==> src/rtl/cache_pkg.sv <==
// cache_pkg: fill FSM state type, default parameters
// and a line-offset helper shared by the fill arbiter.
package cache_pkg;

  typedef enum logic [1:0] {
    S_IDLE,
    S_WRITE,
    S_FILL,
    S_DONE
  } fill_st_e;

  localparam int unsigned DEF_NUM_PORTS = 2;
  localparam int unsigned DEF_ADDR_W    = 16;
  localparam int unsigned DEF_DATA_W    = 16;
  localparam int unsigned DEF_WPL       = 8;
  localparam int unsigned DEF_MEM_LAT   = 4;

  // Byte-offset bits inside a line of 2-byte words.
  function automatic int unsigned line_bits(
    input int unsigned wpl
  );
    return $clog2(wpl * 2);
  endfunction

endpackage

==> src/rtl/rr_arbiter.sv <==
// rr_arbiter: request vector in, one-hot grant out.
// ARB_RR_EN defined: round-robin, search from ptr_q.
// ARB_RR_EN undefined: fixed priority, lowest first.
// Ports: clk, rst (sync, high), req_i, adv_i (grant
// taken this cycle), gnt_o.
module rr_arbiter
  import cache_pkg::*;
#(
  parameter int unsigned N = DEF_NUM_PORTS
) (
  input  logic         clk,
  input  logic         rst,
  input  logic [N-1:0] req_i,
  input  logic         adv_i,
  output logic [N-1:0] gnt_o
);

`ifdef ARB_RR_EN
  localparam int unsigned PW = (N > 1) ? $clog2(N) : 1;

  logic [PW-1:0] ptr_q, ptr_d;
  logic [N-1:0]  rot, rg;
  logic [31:0]   sh, shc;

  // Rotate so the pointer slot is bit 0, take the
  // lowest request, rotate the grant back.
  always_comb begin
    sh    = 32'(ptr_q);
    shc   = N - sh;
    rot   = (req_i >> sh) | (req_i << shc);
    rg    = rot & (-rot);
    gnt_o = (rg << sh) | (rg >> shc);
  end

  always_comb begin
    ptr_d = ptr_q;
    for (int i = 0; i < N; i++) begin
      if (adv_i && gnt_o[i]) begin
        ptr_d = (i == N - 1) ? '0 : PW'(i + 1);
      end
    end
  end

  always_ff @(posedge clk) begin
    if (rst) begin
      ptr_q <= '0;
    end else begin
      ptr_q <= ptr_d;
    end
  end
`else
  always_comb gnt_o = req_i & (-req_i);

  logic unused_rr;
  assign unused_rr = ^{clk, rst, adv_i};
`endif

endmodule

==> src/rtl/cache_fill_arbiter.sv <==
// cache_fill_arbiter: shares one memory port between
// N cache miss ports (line fills) and write-through
// stores. Config macro: ARB_RR_EN (round-robin grant).
// Ports: clk, rst (sync, high); miss_req/miss_addr per
// port; wr_req/wr_addr/wr_data, wr_ack; stall per port;
// fill_data_we/fill_tag_we per port, fill_addr,
// fill_data; mem_en/mem_wr/mem_addr/mem_wdata to
// memory, mem_rdata/mem_rvalid back; busy.
module cache_fill_arbiter
  import cache_pkg::*;
#(
  parameter int unsigned NUM_PORTS      = DEF_NUM_PORTS,
  parameter int unsigned ADDR_W         = DEF_ADDR_W,
  parameter int unsigned DATA_W         = DEF_DATA_W,
  parameter int unsigned WORDS_PER_LINE = DEF_WPL,
  parameter int unsigned MEM_LAT        = DEF_MEM_LAT
) (
  input  logic                        clk,
  input  logic                        rst,
  input  logic [NUM_PORTS-1:0]        miss_req,
  input  logic [NUM_PORTS*ADDR_W-1:0] miss_addr,
  input  logic                        wr_req,
  input  logic [ADDR_W-1:0]           wr_addr,
  input  logic [DATA_W-1:0]           wr_data,
  output logic                        wr_ack,
  output logic [NUM_PORTS-1:0]        stall,
  output logic [NUM_PORTS-1:0]        fill_data_we,
  output logic [NUM_PORTS-1:0]        fill_tag_we,
  output logic [ADDR_W-1:0]           fill_addr,
  output logic [DATA_W-1:0]           fill_data,
  output logic                        mem_en,
  output logic                        mem_wr,
  output logic [ADDR_W-1:0]           mem_addr,
  output logic [DATA_W-1:0]           mem_wdata,
  input  logic [DATA_W-1:0]           mem_rdata,
  input  logic                        mem_rvalid,
  output logic                        busy
);

  localparam int unsigned CW =
    $clog2(WORDS_PER_LINE) + 1;
  localparam int unsigned OW =
    (NUM_PORTS > 1) ? $clog2(NUM_PORTS) : 1;
  localparam int unsigned LS =
    line_bits(WORDS_PER_LINE);
  localparam logic [ADDR_W-1:0] LMASK =
    ~((ADDR_W'(1) << LS) - ADDR_W'(1));
  localparam logic [CW-1:0] WPL =
    CW'(WORDS_PER_LINE);
  localparam logic [CW-1:0] LAST =
    CW'(WORDS_PER_LINE - 1);

  fill_st_e          state_q, state_d;
  logic [OW-1:0]     own_q, own_d;
  logic [ADDR_W-1:0] base_q, base_d;
  logic [CW-1:0]     iss_q, iss_d;
  logic [CW-1:0]     ret_q, ret_d;

  logic [NUM_PORTS-1:0] gnt, own_oh;
  logic [OW-1:0]        gnt_idx;
  logic [ADDR_W-1:0]    gnt_addr;
  logic                 grant, issue, ret, last;
  logic                 in_fill;

  assign grant = (state_q == S_IDLE) && !wr_req &&
                 (|miss_req);

  rr_arbiter #(
    .N(NUM_PORTS)
  ) u_arb (
    .clk  (clk),
    .rst  (rst),
    .req_i(miss_req),
    .adv_i(grant),
    .gnt_o(gnt)
  );

  always_comb begin
    gnt_idx  = '0;
    gnt_addr = '0;
    for (int i = 0; i < NUM_PORTS; i++) begin
      if (gnt[i]) begin
        gnt_idx  = OW'(i);
        gnt_addr = miss_addr[i*ADDR_W +: ADDR_W];
      end
    end
  end

  assign in_fill = (state_q == S_FILL);
  assign issue   = in_fill && (iss_q < WPL);
  // Returns only count inside FILL, so stale data
  // from an aborted fill never reaches a cache.
  assign ret     = in_fill && mem_rvalid &&
                   (ret_q < WPL);
  assign last    = ret && (ret_q == LAST);
  assign own_oh  = NUM_PORTS'(1) << own_q;

  always_comb begin
    state_d = state_q;
    own_d   = own_q;
    base_d  = base_q;
    iss_d   = iss_q;
    ret_d   = ret_q;
    unique case (state_q)
      S_IDLE: begin
        if (wr_req) begin
          state_d = S_WRITE;
        end else if (grant) begin
          state_d = S_FILL;
          own_d   = gnt_idx;
          base_d  = gnt_addr & LMASK;
          iss_d   = '0;
          ret_d   = '0;
        end
      end
      S_WRITE: state_d = S_IDLE;
      S_FILL: begin
        if (issue) iss_d = iss_q + CW'(1);
        if (ret)   ret_d = ret_q + CW'(1);
        if (last)  state_d = S_DONE;
      end
      default: state_d = S_IDLE;
    endcase
  end

  always_ff @(posedge clk) begin
    if (rst) begin
      state_q <= S_IDLE;
      own_q   <= '0;
      base_q  <= '0;
      iss_q   <= '0;
      ret_q   <= '0;
    end else begin
      state_q <= state_d;
      own_q   <= own_d;
      base_q  <= base_d;
      iss_q   <= iss_d;
      ret_q   <= ret_d;
    end
  end

  always_comb begin
    wr_ack       = 1'b0;
    mem_en       = 1'b0;
    mem_wr       = 1'b0;
    mem_addr     = '0;
    mem_wdata    = '0;
    fill_data_we = '0;
    fill_tag_we  = '0;
    fill_addr    = '0;
    fill_data    = '0;
    if (state_q == S_WRITE) begin
      wr_ack    = 1'b1;
      mem_en    = 1'b1;
      mem_wr    = 1'b1;
      mem_addr  = wr_addr;
      mem_wdata = wr_data;
    end
    if (issue) begin
      mem_en   = 1'b1;
      mem_addr = base_q + ADDR_W'({iss_q, 1'b0});
    end
    if (ret) begin
      fill_data_we = own_oh;
      fill_addr    = base_q + ADDR_W'({ret_q, 1'b0});
      fill_data    = mem_rdata;
    end
    if (last) fill_tag_we = own_oh;
  end

  assign stall = miss_req |
    ((in_fill || state_q == S_DONE) ? own_oh : '0);
  assign busy  = (state_q != S_IDLE);

endmodule

==> config.mk <==
export PLATFORM = sky130hd
export DESIGN_NAME = cache_fill_arbiter
export DESIGN_NICKNAME = d
export VERILOG_FILES = /design/src/rtl/cache_pkg.sv /design/src/rtl/rr_arbiter.sv /design/src/rtl/cache_fill_arbiter.sv
export SDC_FILE = /design/constraint.sdc
export NUM_CORES = 1
export LEC_CHECK = 0
export ABC_AREA = 1
export ABC_CLOCK_PERIOD_IN_PS = 2300
export CORE_AREA = 2 2 62 64
export DETAILED_ROUTE_END_ITERATION = 6
export DIE_AREA = 0 0 64 66
export DONT_BUFFER_PORTS = 1
export GPL_TIMING_DRIVEN = 0
export HOLD_SLACK_MARGIN = 0.02
export PLACE_DENSITY_LB_ADDON = 0.2
export SYNTH_ARGS = -nofsm -noshare
export SYNTH_HDL_FRONTEND = slang
export SYNTH_SLANG_ARGS = --single-unit
==> constraint.sdc <==
create_clock -name clk -period 2.3 [get_ports clk]
set_clock_uncertainty 0.1 [all_clocks]
set_input_delay 0.46 -clock clk [delete_from_list [all_inputs] [get_ports clk]]
set_output_delay 0.46 -clock clk [all_outputs]
set_load 0.1 [all_outputs]
==> flow_metrics.py, run 1 <==
metrics = {
    "yosys": {
        "async_reset_ff_frac": 0,
        "netlist_area_mm2": 0.00213,
        "syn_nets": 484,
        "yosys.cell_types.count": 29,
        "netlist_instances": 392,
        "yosys_most_used_dff": "dfxtp_1",
        "yosysTopAreaCellShare": 0.217,
        "avgSynthCellArea_um2": 5.42,
        "synthTopCellsByArea": "dfxtp_1 22%, nand2_1 18%, inv_1 12%",
        "synth-edff-count": 0,
        "yosysTopAreaCell": "dfxtp_1",
        "yosysWarnings": 0,
        "ys_seq_elements": 23,
        "synth_seq_area_share": 0.217,
    },
    "floorplanning": {
        "initial_core_util": 0.599,
        "die_w_um": 64,
        "placementRows": 22,
        "num_io_pins": 160,
        "die_y_um": 66,
    },
    "run_status": {
        "error_line": "[ERROR DPL-0033] detailed placement checks failed during check placement.",
        "status": "stopped before the end",
        "stop_stage": "4_1_cts",
    },
    "clocking": {
        "cts_hold_buffers": 0,
        "numCtsBuffers": 3,
        "cts.sinks": 23,
        "h-tree-depth": 1,
        "cts_max_path_buffers": 2,
        "cts_resized": 139,
        "cts_root_buf": "clkbuf_4",
        "postCtsSetupBuffers": 30,
    },
    "placed_design": {
        "pre_cts_slack_ns": -0.324,
        "gp_congestion": 0.904,
        "port-buffer-count": 0,
        "dpl.hpwl_mm": 5.38,
    },
}
==> synth_stat cells, types with 2 or more instances <==
master / n
nand2_1: 103
inv_1: 68
nor2_1: 64
a21oi_1: 29
o21ai_0: 26
nand3_1: 25
dfxtp_1: 23
clkbuf_1: 7
nor3_1: 7
ha_1: 6
nand4_1: 5
o21ai_1: 4
buf_2: 3
buf_6: 3
a22o_1: 2
buf_4: 2
inv_2: 2
nor2_2: 2
==> cell families after synthesis <==
logic type	Yosys count	share of synthesized area
buffers and inverters	87	0.170
and+or+nand+nor	212	0.421
xor gates and xnor gates	1	0.00412
DFF	23	0.217
adders and majority gates	6	0.0353
other	1	0.00176
AOI/OAI and AO/OA	62	0.151
==> per-stage QoR <==
stage / TNS [ns] / hold slack [ns] / std cells / cell area (um2)
3_3_place_gp: -9.71 / 0.373 / 440 / 2620
3_5_place_dp: -7.65 / 0.383 / 440 / 2660
2_1_floorplan: -3.66 / 0.355 / 392 / 2560
==> inputs of run 2 (changes only) <==
--- a/config.mk
+++ b/config.mk
@@ -7,13 +7,12 @@
 export LEC_CHECK = 0
 export ABC_AREA = 1
 export ABC_CLOCK_PERIOD_IN_PS = 2300
-export CORE_AREA = 2 2 62 64
+export CORE_AREA = 2 2 76 78
 export DETAILED_ROUTE_END_ITERATION = 6
-export DIE_AREA = 0 0 64 66
+export DIE_AREA = 0 0 78 80
 export DONT_BUFFER_PORTS = 1
 export GPL_TIMING_DRIVEN = 0
-export HOLD_SLACK_MARGIN = 0.02
-export PLACE_DENSITY_LB_ADDON = 0.2
+export PLACE_DENSITY_LB_ADDON = 0.15
 export SYNTH_ARGS = -nofsm -noshare
 export SYNTH_HDL_FRONTEND = slang
 export SYNTH_SLANG_ARGS = --single-unit
==> run 2 against run 1 <==
Area after synthesis unchanged. The flow now finishes, with violations (setup timing). Synthesized cell count did not move.
==> flow_metrics.py, run 2 <==
metrics = {
    "min_path": {
        "hold_path_end": "iss_q[3]$_SDFFE_PP0P_",
        "holdPathStages": 1,
        "min_from": "rst",
        "hold_path_class": "input pin to flip-flop",
    },
    "global_route": {
        "grt_start_max_net_pins": 14,
        "overflow": 0,
        "grt_pass1_vias": 2526,
        "grt_use_met3": 0.0430,
        "track_usage": 0.243,
        "grt.busiest_layer": "met2",
        "met1_usage": 0.273,
        "grtUsageMet2": 0.482,
        "grt_first_pass_wirelength_mm": 12.2,
        "antenna_found_initial": 0,
    },
    "finish": {
        "syn_to_final_growth_pct": 81.9,
        "top_regs": "base_q: 12 flops, iss_q: 4 flops, ret_q: 4 flops",
        "most-common-layout-cells": "72 x nand2_1, 62 x inv_1, 51 x nor2_4, 33 x buf_4, 22 x a21oi_1",
        "final_common_cell": "nand2_1",
        "largest_reg_flops": 12,
        "drive_gt1_frac": 0.476,
        "antenna_cells": 0,
        "nets": 538,
        "top_register": "base_q",
        "fin_cells": 517,
    },
    "critical_path": {
        "cp_slowest_cell": "a21oi_4",
        "timing.rr.end": "base_q[6]$_SDFFE_PP0P_",
        "critical_path.cell_chain": "ha_4, ha_4, nand2_4, buf_6, nor2_4, nand2_4, a21oi_4",
        "reg2regPathDepth": 7,
        "required_ns": 1.74,
        "reg2reg_slack_ns": 0.50,
        "cp_max_fo": 4,
        "arrival_ns": 1.96,
        "critical_path.endpoint_type": "output port",
        "critPathKind": "flip-flop to output port",
        "cpPeakStageDelay_ns": 0.60,
        "cp-start-kind": "flip-flop",
        "rr_startpoint": "state_q[1]$_SDFFE_PP0P_",
    },
    "pwr": {
        "ir_worst_vdd_uv": 383,
        "power_density_mw_per_mm2": 511,
        "power_leakage_nw": 1.66,
        "power_mw": 1.97,
    },
    "clocking": {
        "cts_hold_buffers": 0,
        "numCtsBuffers": 3,
        "clk_pin_slew_ns": 0.08,
        "cts_max_path_buffers": 2,
        "cts_tree": "yes",
        "cts.sinks": 23,
        "h-tree-depth": 1,
        "clk_latency_ns": 0.27,
        "cts_root_buf": "clkbuf_8",
    },
    "timing": {
        "tightest_slew_ns": 1.02,
        "rsz0062_at_grt": "true",
        "hold_viol_final": 0,
        "max_freq_mhz": 397,
        "maxSlewHeadroom": 0.321,
        "final-setup-viol-count": 53,
        "period_share": 1.09,
        "fin_ws_ns": -0.217,
        "slew_violations": 0,
        "fin_crit_ns": 2.52,
    },
    "yosys": {
        "yosys_most_used_dff": "dfxtp_1",
        "synthAdderAreaFrac": 0.0353,
        "synth_seq_area_share": 0.217,
        "synth_top_family_by_area": "simple AND/OR/NAND/NOR gates",
        "async_reset_ff_frac": 0,
        "synthMuxAreaShare": 0,
        "synth_common_cells": "103 x nand2_1, 68 x inv_1, 64 x nor2_1, 29 x a21oi_1, 26 x o21ai_0",
        "synthSimpleGateAreaFrac": 0.421,
        "yosysTopAreaCellShare": 0.217,
        "synth_compound_area_frac": 0.151,
        "yosysWarnings": 0,
        "synth-xor-area-share": 0.00412,
        "yosysMostFrequentCell": "nand2_1",
        "synth-edff-count": 0,
        "netlist_area_mm2": 0.00213,
        "ys_seq_elements": 23,
        "yosysTopAreaCell": "dfxtp_1",
        "syn_nets": 484,
        "avgSynthCellArea_um2": 5.42,
        "yosys.cell_types.count": 29,
        "netlist_instances": 392,
        "synthTopCellsByArea": "dfxtp_1 22%, nand2_1 18%, inv_1 12%",
    },
    "floorplanning": {
        "num_io_pins": 160,
        "fp.dieArea_mm2": 0.00624,
        "die_y_um": 80,
        "placementRows": 27,
        "die_w_um": 78,
        "fp.coreArea_mm2": 0.00541,
        "initial_core_util": 0.393,
    },
    "placed_design": {
        "dpl.hpwl_mm": 5.43,
        "gp_congestion": 0.886,
        "port-buffer-count": 0,
        "dpl.cell_count": 464,
    },
    "route": {
        "avgViaCountPerCell": 5.29,
        "drtIter0Drc": 137,
        "routedWlPerCell_um": 16.5,
        "first_pass_iters": 4,
        "antenna_left": 0,
        "drt_wl_total_mm": 8.51,
        "num_vias": 2734,
        "drc": 0,
    },
    "flow_run": {
        "max-cap-violations": 0,
    },
    "run_status": {
        "status": "finished with violations",
        "violations": "setup timing",
    },
}
-- run 2: cell families after synthesis --
| logic type | Yosys count |
|---|---|
| xor+xnor | 1 |
| compound gates | 62 |
| fa+ha+maj | 6 |
| flops | 23 |
| other cells | 1 |
| simple gates | 212 |
| buf+inv | 87 |
-- run 2: what timing repair did --
item,CTS,global route
gates cloned,2,2
pin swaps,35,37
setup endpoints to repair,70,57
setup buffers,24,25
resized for setup,132,53
-- run 2: critical path: cells and delay by family, from the launching register on --
| kind | cells | cell delay [ns] |
|---|---|---|
| flops | 1 | 0.40 |
| fa+ha+maj | 2 | 0.32 |
| simple gates | 3 | 0.26 |
| buf+inv | 1 | 0.12 |
| compound gates | 1 | 0.60 |
-- run 2: how the worst max path moves through the flow --
stage | start | to | slack, ns | depth (start not counted)
CTS | state_q[1]$_SDFFE_PP0P_ | fill_addr[6] | -0.23 | 5
finish | base_q[4]$_SDFFE_PP0P_ | fill_addr[12] | -0.22 | 7
global placement | state_q[1]$_SDFFE_PP0P_ | fill_data_we[1] | -0.54 | 5
global route | base_q[4]$_SDFFE_PP0P_ | fill_addr[12] | -0.27 | 7
detailed placement | iss_q[3]$_SDFFE_PP0P_ | mem_addr[11] | -0.36 | 7
floorplan | state_q[1]$_SDFFE_PP0P_ | fill_data[0] | -0.42 | 5
-- run 2: metal layers --
metal  vias to the layer above  share of wire
li1                       1325              -
met1                      1294           0.37
met2                       102           0.56
met3                        13          0.061
met4                         0          0.014
met5                         -              0
-- run 2: cell type report --
class	count	area (um2)
Buffer	15	168
Clock buffer	3	41.3
Fill cell	412	1540
Clock inverter	1	5.00
Timing Repair Buffer	48	477
Multi-Input combinational cell	282	2270
Timing Repair inverter	1	11.3
Sequential cell	23	489
Inverter	72	314
Tap cell	72	90.1
-- run 2: stage by stage --
step / area (um2) / worst slack [ns] / hold slack (ns) / utilization / setup TNS, ns
2_1_floorplan: 2560 / -0.417 / 0.355 / - / -3.66
4_1_cts: 3470 / -0.232 / 0.140 / 0.642 / -5.44
3_5_place_dp: 2690 / -0.359 / 0.376 / 0.498 / -6.87
6_report: 3870 / -0.217 / 0.144 / 0.716 / -4.56
5_1_grt: 3870 / -0.267 / 0.137 / 0.716 / -6.83
3_3_place_gp: 2650 / -0.539 / 0.371 / 0.490 / -9.52
-- run 2: power breakdown --
part           total [mW]  leakage, nW  switching, mW  internal [mW]
combinational        1.23         1.44          0.935          0.300
sequential          0.483        0.195         0.0502          0.432
clock               0.257       0.0255          0.136          0.121
total                1.97         1.66           1.12          0.853
(Power assumes the default switching activity.)
